--- src/rtl/circ_pkg.sv ---
// Shared constants for the 8-entry circular buffer and its read-side drain consumer.
package circ_pkg;

  localparam int DATA_W = 3;
  localparam int DEPTH  = 8;
  localparam int SUM_W  = 7;
  localparam int CNT_W  = 4;

  typedef enum logic [1:0] {
    IDLE  = 2'd0,
    READ  = 2'd1,
    DRAIN = 2'd2,
    DONE  = 2'd3
  } drain_state_t;

endpackage

--- src/rtl/circ_drain_accum.sv ---
// Drains a requested number of words from the circular buffer read port,
// forwarding each word as a one-cycle strobe and accumulating their total.
module circ_drain_accum #(
  parameter int DATA_W = circ_pkg::DATA_W,
  parameter int CNT_W  = circ_pkg::CNT_W,
  parameter int SUM_W  = circ_pkg::SUM_W
) (
  input  logic              clock,
  input  logic              reset,
  input  logic              start,
  input  logic [CNT_W-1:0]  count,
  input  logic              empty,
  input  logic [DATA_W-1:0] dout,
  output logic              rd,
  output logic [DATA_W-1:0] data_out,
  output logic              data_valid,
  output logic [SUM_W-1:0]  sum,
  output logic              busy,
  output logic              done
);

  import circ_pkg::drain_state_t;
  import circ_pkg::IDLE;
  import circ_pkg::READ;
  import circ_pkg::DRAIN;
  import circ_pkg::DONE;

  drain_state_t      state_r;
  drain_state_t      state_nxt_s;
  logic [CNT_W-1:0]  remaining_r;
  logic [CNT_W-1:0]  issued_r;
  logic [CNT_W-1:0]  issued_inc_s;
  logic              rd_s;
  logic              rd_q_r;
  logic              accept_s;
  logic              last_issue_s;
  logic [DATA_W-1:0] data_out_r;
  logic              data_valid_r;
  logic [SUM_W-1:0]  sum_r;
  logic              busy_r;
  logic              done_r;

  // Read request is combinational so an empty flag seen this cycle blocks the read at once.
  assign rd_s         = (state_r == READ) && !empty && (issued_r < remaining_r);
  assign issued_inc_s = issued_r + CNT_W'(1'b1);
  assign last_issue_s = rd_s && (issued_inc_s == remaining_r);
  assign accept_s     = (state_r == IDLE) && start;

  // Next-state selection for the burst sequencer.
  always_comb begin
    state_nxt_s = state_r;
    case (state_r)
      IDLE: begin
        if (start) begin
          state_nxt_s = (count == {CNT_W{1'b0}}) ? DONE : READ;
        end else begin
          state_nxt_s = IDLE;
        end
      end
      READ: begin
        if (last_issue_s) begin
          state_nxt_s = DRAIN;
        end else begin
          state_nxt_s = READ;
        end
      end
      DRAIN: begin
        if (rd_q_r) begin
          state_nxt_s = DONE;
        end else begin
          state_nxt_s = DRAIN;
        end
      end
      DONE:    state_nxt_s = IDLE;
      default: state_nxt_s = IDLE;
    endcase
  end

  // State register plus the registered busy/done flags derived from the next state.
  always_ff @(posedge clock or posedge reset) begin
    if (reset) begin
      state_r <= IDLE;
      busy_r  <= 1'b0;
      done_r  <= 1'b0;
    end else begin
      state_r <= state_nxt_s;
      busy_r  <= (state_nxt_s != IDLE);
      done_r  <= (state_nxt_s == DONE);
    end
  end

  // Burst bookkeeping: requested length and reads issued so far.
  always_ff @(posedge clock or posedge reset) begin
    if (reset) begin
      remaining_r <= {CNT_W{1'b0}};
      issued_r    <= {CNT_W{1'b0}};
    end else if (accept_s) begin
      remaining_r <= count;
      issued_r    <= {CNT_W{1'b0}};
    end else if (rd_s) begin
      issued_r    <= issued_inc_s;
    end else begin
      issued_r    <= issued_r;
    end
  end

  // Buffer data lags the read by one edge, so capture is keyed on the delayed read.
  always_ff @(posedge clock or posedge reset) begin
    if (reset) begin
      rd_q_r       <= 1'b0;
      data_out_r   <= {DATA_W{1'b0}};
      data_valid_r <= 1'b0;
      sum_r        <= {SUM_W{1'b0}};
    end else begin
      rd_q_r <= rd_s;
      if (rd_q_r) begin
        data_out_r   <= dout;
        data_valid_r <= 1'b1;
        sum_r        <= sum_r + {{(SUM_W-DATA_W){1'b0}}, dout};
      end else if (accept_s) begin
        data_valid_r <= 1'b0;
        sum_r        <= {SUM_W{1'b0}};
      end else begin
        data_valid_r <= 1'b0;
      end
    end
  end

  assign rd         = rd_s;
  assign data_out   = data_out_r;
  assign data_valid = data_valid_r;
  assign sum        = sum_r;
  assign busy       = busy_r;
  assign done       = done_r;

endmodule
--- config.mk ---
export PLATFORM = sky130hd
export DESIGN_NAME = circ_drain_accum
export DESIGN_NICKNAME = d
export VERILOG_FILES = /design/src/rtl/circ_pkg.sv /design/src/rtl/circ_drain_accum.sv
export SDC_FILE = /design/constraint.sdc
export NUM_CORES = 1
export LEC_CHECK = 0
export CAP_MARGIN = 20
export CORE_MARGIN = 3
export CORE_UTILIZATION = 41
export DETAILED_ROUTE_END_ITERATION = 10
export GPL_ROUTABILITY_DRIVEN = 0
export GPL_TIMING_DRIVEN = 0
export PLACE_DENSITY_LB_ADDON = 0.05
export SETUP_SLACK_MARGIN = 0.05
export SKIP_CTS_REPAIR_TIMING = 1
export SLEW_MARGIN = 20
export SYNTH_ARGS = -nofsm -noshare
export SYNTH_HDL_FRONTEND = slang
export SYNTH_SLANG_ARGS = --single-unit
--- constraint.sdc ---
create_clock -name clock -period 2.5 [get_ports clock]
set_clock_uncertainty 0.1 [all_clocks]
set_input_delay 0.375 -clock clock [delete_from_list [all_inputs] [get_ports clock]]
set_output_delay 0.375 -clock clock [all_outputs]
set_load 0.03 [all_outputs]
# Word-level counts from Yosys, hierarchy flattened
# Cells that the tools add are included.
# word_totals
latchBits,0
wordCells,37
romBits,0
in_bits,11
ramBits,0
reg_bits,24
memories,0
# op_classes
mux,10
n_addsub,2
n_eq_ne,5
n_reduce_logical,10
magnitude_cmp,1
n_shift,0
bitwise_logic,0
multipliers,0
div_mod_pow,0
# ops
op,count
$mux W7,2
$mux W4,2
$pmux W2 S4,1
$add A7 B3 Y7,1
$eq A2 B2 Y1 const B,3
$mux W2,3
$reduce_bool A2 Y1,3
$add A4 B1 Y4 const B,1
$eq A4 B4 Y1,1
$logic_and A1 B1 Y1,4
$logic_not A4 Y1,1
$lt A4 B4 Y1,1
$eq A2 B1 Y1 const B,1
$logic_not A2 Y1,1
$mux W1,2
$logic_not A1 Y1,1

# Logic depth before layout (Yosys ltp)
# Gate-level depths: netlist of run 1.
# depth
depth_word,7
mapped_depth,8
ltp_nobuf,7

# Worst setup path after synthesis of run 1
# Ideal clock, no wire load.
# synth_timing
path_kind,reg-to-reg
start,register remaining_r[1]
end,register issued_r[3]
slack_ns,0.500
setup_ns,0.121
path_stages_with_launch,9
arrival_time_ns,1.779
cell_sequence,dfrtp_1 -> inv_1 -> ha_1 -> nor2b_2 -> o211ai_1 -> and3_1 -> buf_6 -> mux2_4 -> a22o_1
# synth_between
elab_chain_len,3
# synth_lines
element,line_no,source
"start, declared",circ_drain_accum.sv:30,logic [CNT_W-1:0] remaining_r;
"start signal, assigned",circ_drain_accum.sv:95,remaining_r <= {CNT_W{1'b0}};
"start signal, assigned",circ_drain_accum.sv:98,remaining_r <= count;
$lt A4 B4 Y1,circ_drain_accum.sv:44,assign rd_s = (state_r == READ) && !empty && (issued_r < remaining_r);
$logic_and A1 B1 Y1,circ_drain_accum.sv:44,
named net rd,circ_drain_accum.sv:14,"output logic rd,"
$reduce_bool A2 Y1 (no line),--,
"end signal, assigned",circ_drain_accum.sv:96,issued_r <= {CNT_W{1'b0}};
"end signal, assigned",circ_drain_accum.sv:99,issued_r <= {CNT_W{1'b0}};
"end signal, assigned",circ_drain_accum.sv:101,issued_r <= issued_inc_s;
"end, declared",circ_drain_accum.sv:31,logic [CNT_W-1:0] issued_r;
# The timed path passes the listed nets, and every way through them passes these cells.
# A chain may end at the register's enable or synchronous reset.

# Worst setup path in the final report of run 1
# layout_timing
start,register remaining_r[1]
end,output rd
# layout_between
elab_chain_len,2
# layout_lines
element,line_no
$lt A4 B4 Y1,circ_drain_accum.sv:44
$logic_and A1 B1 Y1,circ_drain_accum.sv:44
"end, declared",circ_drain_accum.sv:14
# Every way passes these cells.

==> reports/metrics.yaml, run 1 <==
grt.busiest_layer: "met2"
drtIter0Drc: 29
grt_antenna_before_repair: 0
rr_worst_depth: 8
num_vias: 915
powerDensity_nw_per_um2: 1260
synth_edf_count: 0
die_w_um: 60.8
use_met3_pct: 4.89
finalSetupViolations: 0
synthTopCellsByArea: "dfrtp_1 (49%), ha_1 (8.1%), nand2_1 (7.3%)"
synth_cell_types: 28
hp-start: "rd_q_r"
cts_root_buf: "clkbuf_4"
synthFlopType: "dfrtp_1"
wirelength_um: 2260
rsz0062_at_grt: "false"
synth_seq_area_share_pct: 48.8
clkTransAtPathRegs_ns: 0.12
post-route-util_pct: 55.3
fmax_ghz: 0.431
core-area_um2: 2810
grt_max_degree: 25
slew_viol_final: 0
ant_nets: 0
worst_pin_slew_ns: 0.900
gr-usage-met2_pct: 20.2
worstSetupStartpointType: "flip-flop"
syn_area_um2: 1230
critPathMaxFanout: 11
holdPathStages: 0
layout.nets: 170
avgRoutedWirePerCell_um: 12.6
rows: 19
htreeDepth: 1
cts_made_buffers: 3
crit_arrival_ns: 1.84
dr.pass1.iters: 4
worstReg2RegStart: "remaining_r[1]"
track_usage_pct: 13.9
grt_pass1_vias: 836
power.leakage_nw: 0.703
ir_drop_mv: 0.599
n_antenna_cell: 0
power.total_mw: 1.96
layout.cells.non_filler: 180
port_buffers: 24
placed_area_um2: 1510
syn_avg_cell_area_um2: 10.3
grt.overflow.total: 0
place_inst: 175
use_met1_pct: 20.0
ys_ff_latch: 24
synth_cells: 120
hold_viol_final: 0
clock_latency_ns: 0.31
end_kind: "output pin"
yosys.area.top_type: "dfrtp_1"
grt_pass1_wl_um: 3780
cp.required_ns: 2.03
synth_top_cell_area_share_pct: 48.8
die_y_um: 60.8
layout-drive-gt1-share_pct: 10.1
ioPinCount: 25
post-route-min-period_ns: 2.32
cap_violations: 0
drcViolationCount: 0
tritoncts: "built"
relSlewSlack_pct: 40.0
holdPathEnd: "data_valid"
crit_type: "flip-flop to output pin"
cts_sinks: 24
vias_per_cell: 5.08
cts_buffer_depth: 2
synth_async_sr_flop_share_pct: 100
reg2reg_slack_ns: 0.45
yosys_warnings: 0
final_cell_area_um2: 1550
fin_crit_sh_pct: 92.8
area_delta_synth_final_pct: 26.0
status: "completed"
reg2reg_to: "issued_r[3]"
synth_fp_nets: 140
die_area_um2: 3700
initial_utilization_pct: 43.9
hpwlAfterDp_um: 1740
finalSetupTns_ns: 0
hold_path_class: "flip-flop to flip-flop"
==> placed cells by master, fill, tap and decap left out <==
| cell type | n |
|---|---|
| buf_4 | 1 |
| and4_1 | 1 |
| fa_1 | 1 |
| dfrtp_1 | 24 |
| nor2_1 | 6 |
| clkbuf_8 | 1 |
| nand3_1 | 3 |
| inv_2 | 1 |
| inv_1 | 5 |
| o311ai_1 | 1 |
| o211ai_1 | 2 |
| clkbuf_1 | 4 |
| clkbuf_4 | 4 |
| xor2_1 | 3 |
| nor4_1 | 2 |
| nor2b_2 | 1 |
| clkdlybuf4s50_1 | 23 |
| ha_1 | 8 |
| and3_1 | 1 |
| nor3_1 | 1 |
| a221o_1 | 1 |
| a21oi_1 | 3 |
| mux2_4 | 1 |
| buf_6 | 1 |
| xnor2_1 | 5 |
| and2_1 | 1 |
| o21ai_0 | 10 |
| a22o_1 | 1 |
| mux2i_1 | 3 |
| nand2_1 | 24 |
| mux2_2 | 5 |
| a21o_1 | 1 |
==> metal layers <==
layer,share of wire [%],vias to the layer above
met5,0,-
met4,0.53,0
met3,5.3,2
met2,43,19
met1,51,426
li1,-,468
==> synthesized netlist by cell type (2+ instances only) <==
cell and instances:
nor4_1 2, nand2_1 24, nand3_1 3, xor2_1 3, mux2_2 5, o211ai_1 2
dfrtp_1 24, o21ai_0 10, xnor2_1 5, a21oi_1 3, nor2_1 6, mux2i_1 3
ha_1 8, inv_1 5, clkbuf_1 4
==> layout make-up <==
| class | instances | area, um2 |
|---|---|---|
| timing repair buffer | 25 | 245 |
| fill | 264 | 1250 |
| clock buffer | 4 | 36.3 |
| multi-input combinational | 85 | 582 |
| buffer | 5 | 26.3 |
| tap | 31 | 38.8 |
| inverter | 6 | 22.5 |
| sequential | 24 | 601 |
==> worst max-delay path by stage <==
stage / endpoint / start / cells after the start / slack [ns]
after CTS: rd / remaining_r[1] / 7 / -0.36
after global placement: rd / empty / 5 / -0.03
after detailed placement: rd / empty / 5 / -0.02
final: rd / remaining_r[1] / 7 / 0.18
after global routing: rd / remaining_r[1] / 7 / 0.06
after floorplan: issued_r[3] / remaining_r[1] / 8 / 0.50
==> power by group <==
group	internal, mW	switching, mW	total, mW	leakage (nW)
Sequential	0.550	0.135	0.685	0.299
Combinational	0.502	0.568	1.07	0.383
Clock	0.0890	0.112	0.201	0.0210
Total	1.14	0.815	1.96	0.703
==> per-stage QoR <==
step,worst slack (ns),hold slack [ns]
detailed placement,-0.0239,0.266
finish,0.181,0.290
global placement,-0.0290,0.267
floorplan,0.500,0.252
global route,0.0648,0.305
CTS,-0.359,0.295
==> sequential cells by signal (all words and copies together) (netlist names) <==
name         flops
issued_r         4
remaining_r      4
busy             1
state_r          2
rd_q_r           1
data_out         3
done             1
sum              7
data_valid       1
==> worst max-delay path, cell delays in order, from the launching register on <==
cell      delay, ns
dfrtp_1        0.38
inv_1          0.06
ha_1           0.28
nor2b_2        0.15
o211ai_1       0.16
and3_1         0.19
buf_6          0.14
clkbuf_4       0.19
==> kinds of logic (layout without fill, tap and decap cells) <==
family / after synthesis / count (layout) / share of synthesized area [%]
AO/OA/AOI/OAI: 19 / 19 / 9.35
multiplexers: 9 / 9 / 8.23
adder cells (fa/ha/maj): 9 / 9 / 9.76
XOR/XNOR: 8 / 8 / 5.69
AND/OR/NAND/NOR: 40 / 40 / 14.2
buffers and inverters: 11 / 40 / 3.96
flip-flops: 24 / 24 / 48.8
Power figures use the tool's default switching activity.
==> inputs of run 2 (changes only) <==
==> constraint.sdc (replaced) <==
create_clock -name clock -period 1.9 [get_ports clock]
set_clock_uncertainty 0.1 [all_clocks]
set_input_delay 0.285 -clock clock [delete_from_list [all_inputs] [get_ports clock]]
set_output_delay 0.285 -clock clock [all_outputs]
set_load 0.03 [all_outputs]
==> run 2 against run 1 <==
The run now ends with negative setup slack left. Count of clock-buffer cells in the layout shrank 1. Global-route usage grew 1.4 points. Die area is the same. Core utilization grew 3.0 points. Combinational power grew 53%. Setup slack lost 0.44 ns. Total power grew 41%. Sequential cell count is the same. Worst hold slack gained 0.0091 ns. Non-clock buffer count grew 8. Critical path depth shrank 1. First-iteration DRC count grew 59%. Largest power group unchanged.
==> reports/metrics.yaml, run 2 (synthesis gave the netlist of run 1 again) <==
status: "complete, but fails checks"
failed_checks: "negative setup slack"
htreeDepth: 1
port_buffers: 24
fin_crit_sh_pct: 114
reg2reg_slack_ns: -0.22
top_layer: "met4"
n_fill_cell: 254
worstSetupStartpointType: "flip-flop"
p_sw_mw: 1.13
clock_latency_ns: 0.31
sequentialPowerShare_pct: 32.7
track_usage_pct: 15.3
reg2reg_to: "issued_r[3]"
wirelength_um: 2510
area_delta_synth_final_pct: 32.9
avgRoutedWirePerCell_um: 13.4
crit_type: "flip-flop to output pin"
initial_utilization_pct: 43.9
finalSetupTns_ns: -0.629
cts_sinks: 24
grt.overflow.total: 0
hold_viol_final: 0
power.leakage_nw: 0.804
post-route-util_pct: 58.3
num_vias: 963
final_cell_mix: "nand2_1 (24), dfrtp_1 (24), clkdlybuf4s50_1 (19)"
worstReg2RegStart: "issued_r[1]"
wl_met1_um: 1290
critPathMaxFanout: 5
cts_buffer_depth: 2
layout.nets: 178
drcViolationCount: 0
dr.pass1.iters: 4
swShare_pct: 41.0
tritoncts: "built"
vias_per_cell: 5.15
ant_nets: 0
grt_pass1_vias: 958
pwr-share-comb_pct: 59.3
powerDensity_nw_per_um2: 1690
dr_wl_met2_um: 1070
ioPinCount: 25
relSlewSlack_pct: 36.7
drtIter0Drc: 46
fmax_ghz: 0.463
rows: 19
die_w_um: 60.8
worst_slack_ns: -0.259
rsz0062_at_grt: "true"
die_area_um2: 3700
hpwlAfterDp_um: 1760
clkTransAtPathRegs_ns: 0.13
p_int_mw: 1.63
slew_viol_final: 0
grt_antenna_before_repair: 0
core-area_um2: 2810
multiInputGateArea_um2: 609
post-route-min-period_ns: 2.16
setup.worst_path.end: "rd"
end_kind: "output pin"
clock_power_share_pct: 8.0
grt_max_degree: 25
die_y_um: 60.8
wl_met3_um: 101
crit_arrival_ns: 1.77
n_antenna_cell: 0
cap_violations: 0
final_cell_area_um2: 1640
largest_register_ffs: 7
regArea_um2: 601
worst_pin_slew_ns: 0.949
ir_drop_mv: 0.892
cts_made_buffers: 3
layout-drive-gt1-share_pct: 16.0
cts_root_buf: "clkbuf_4"
cp.required_ns: 1.51
crit_start: "issued_r[1]"
finalSetupViolations: 4
placed_area_um2: 1520
rr_worst_depth: 8
hold_path_class: "flip-flop to flip-flop"
grt_pass1_wl_um: 4260
[run 2: cell types whose count changed in the layout (fill, tap and decap cells not counted), sizes merged]
cell           before  now
buf                 2   11
clkbuf              9    7
clkdlybuf4s50      23   19
dlymetal6s2s        0    4
[run 2: worst min path at each step]
stage	startpoint	to	slack, ns	depth (start not counted)
floorplan	reset	busy	0.20	1
finish	rd_q_r	data_valid	0.30	0
global placement	rd_q_r	data_valid	0.27	0
CTS	rd_q_r	data_valid	0.31	0
global route	rd_q_r	data_valid	0.31	0
detailed placement	rd_q_r	data_valid	0.28	0
[run 2: layout make-up]
class,instances,area share (%)
flip-flops and latches,24,36.7
clock buffers,3,1.38
repair buffers,33,19.3
well taps,31,2.37
multi-input cells,85,37.2
inverters,6,1.38
plain buffers,5,1.61
[run 2: metrics by stage]
stage          cells  hold WS (ns)  power (mW)  setup WS [ns]
3_3_place_gp     175         0.265        2.34         -0.455
5_1_grt          187         0.310        3.00         -0.318
2_1_floorplan    120         0.200        1.91        -0.0645
6_report         187         0.300        2.77         -0.259
4_1_cts          178         0.308        2.59         -0.852
3_5_place_dp     175         0.277        2.36         -0.474
[run 2: power groups by stage]
stage               Clock [mW]  Combinational (mW)  Sequential [mW]
floorplan                    0               0.802             1.10
global placement             0                1.43            0.910
detailed placement           0                1.44            0.921
CTS                      0.239                1.45            0.910
global route             0.254                1.81            0.939
finish                   0.220                1.64            0.905
[run 2: layer usage]
layer  track usage (%)  vias to the layer above
li1                  -                      485
met1              22.2                      454
met2              22.4                       20
met3              3.19                        4
met4              5.57                        0
met5                 0                        -
[run 2: worst max-delay path, cell delays in order (launching register included)]
cell	delay [ns]
dfrtp_1	0.43
ha_1	0.28
nor2b_4	0.12
o211ai_1	0.17
and3_4	0.22
buf_6	0.11
buf_6	0.13
==> inputs of run 3 (changes only) <==
--- a/config.mk
+++ b/config.mk
@@ -8,6 +8,7 @@
 export CAP_MARGIN = 20
 export CORE_MARGIN = 3
 export CORE_UTILIZATION = 41
+export CTS_CLUSTER_SIZE = 20
 export DETAILED_ROUTE_END_ITERATION = 10
 export GPL_ROUTABILITY_DRIVEN = 0
 export GPL_TIMING_DRIVEN = 0
==> results of run 3 <==
Same layout as run 2: the final DEF is identical, and so are final timing and power.
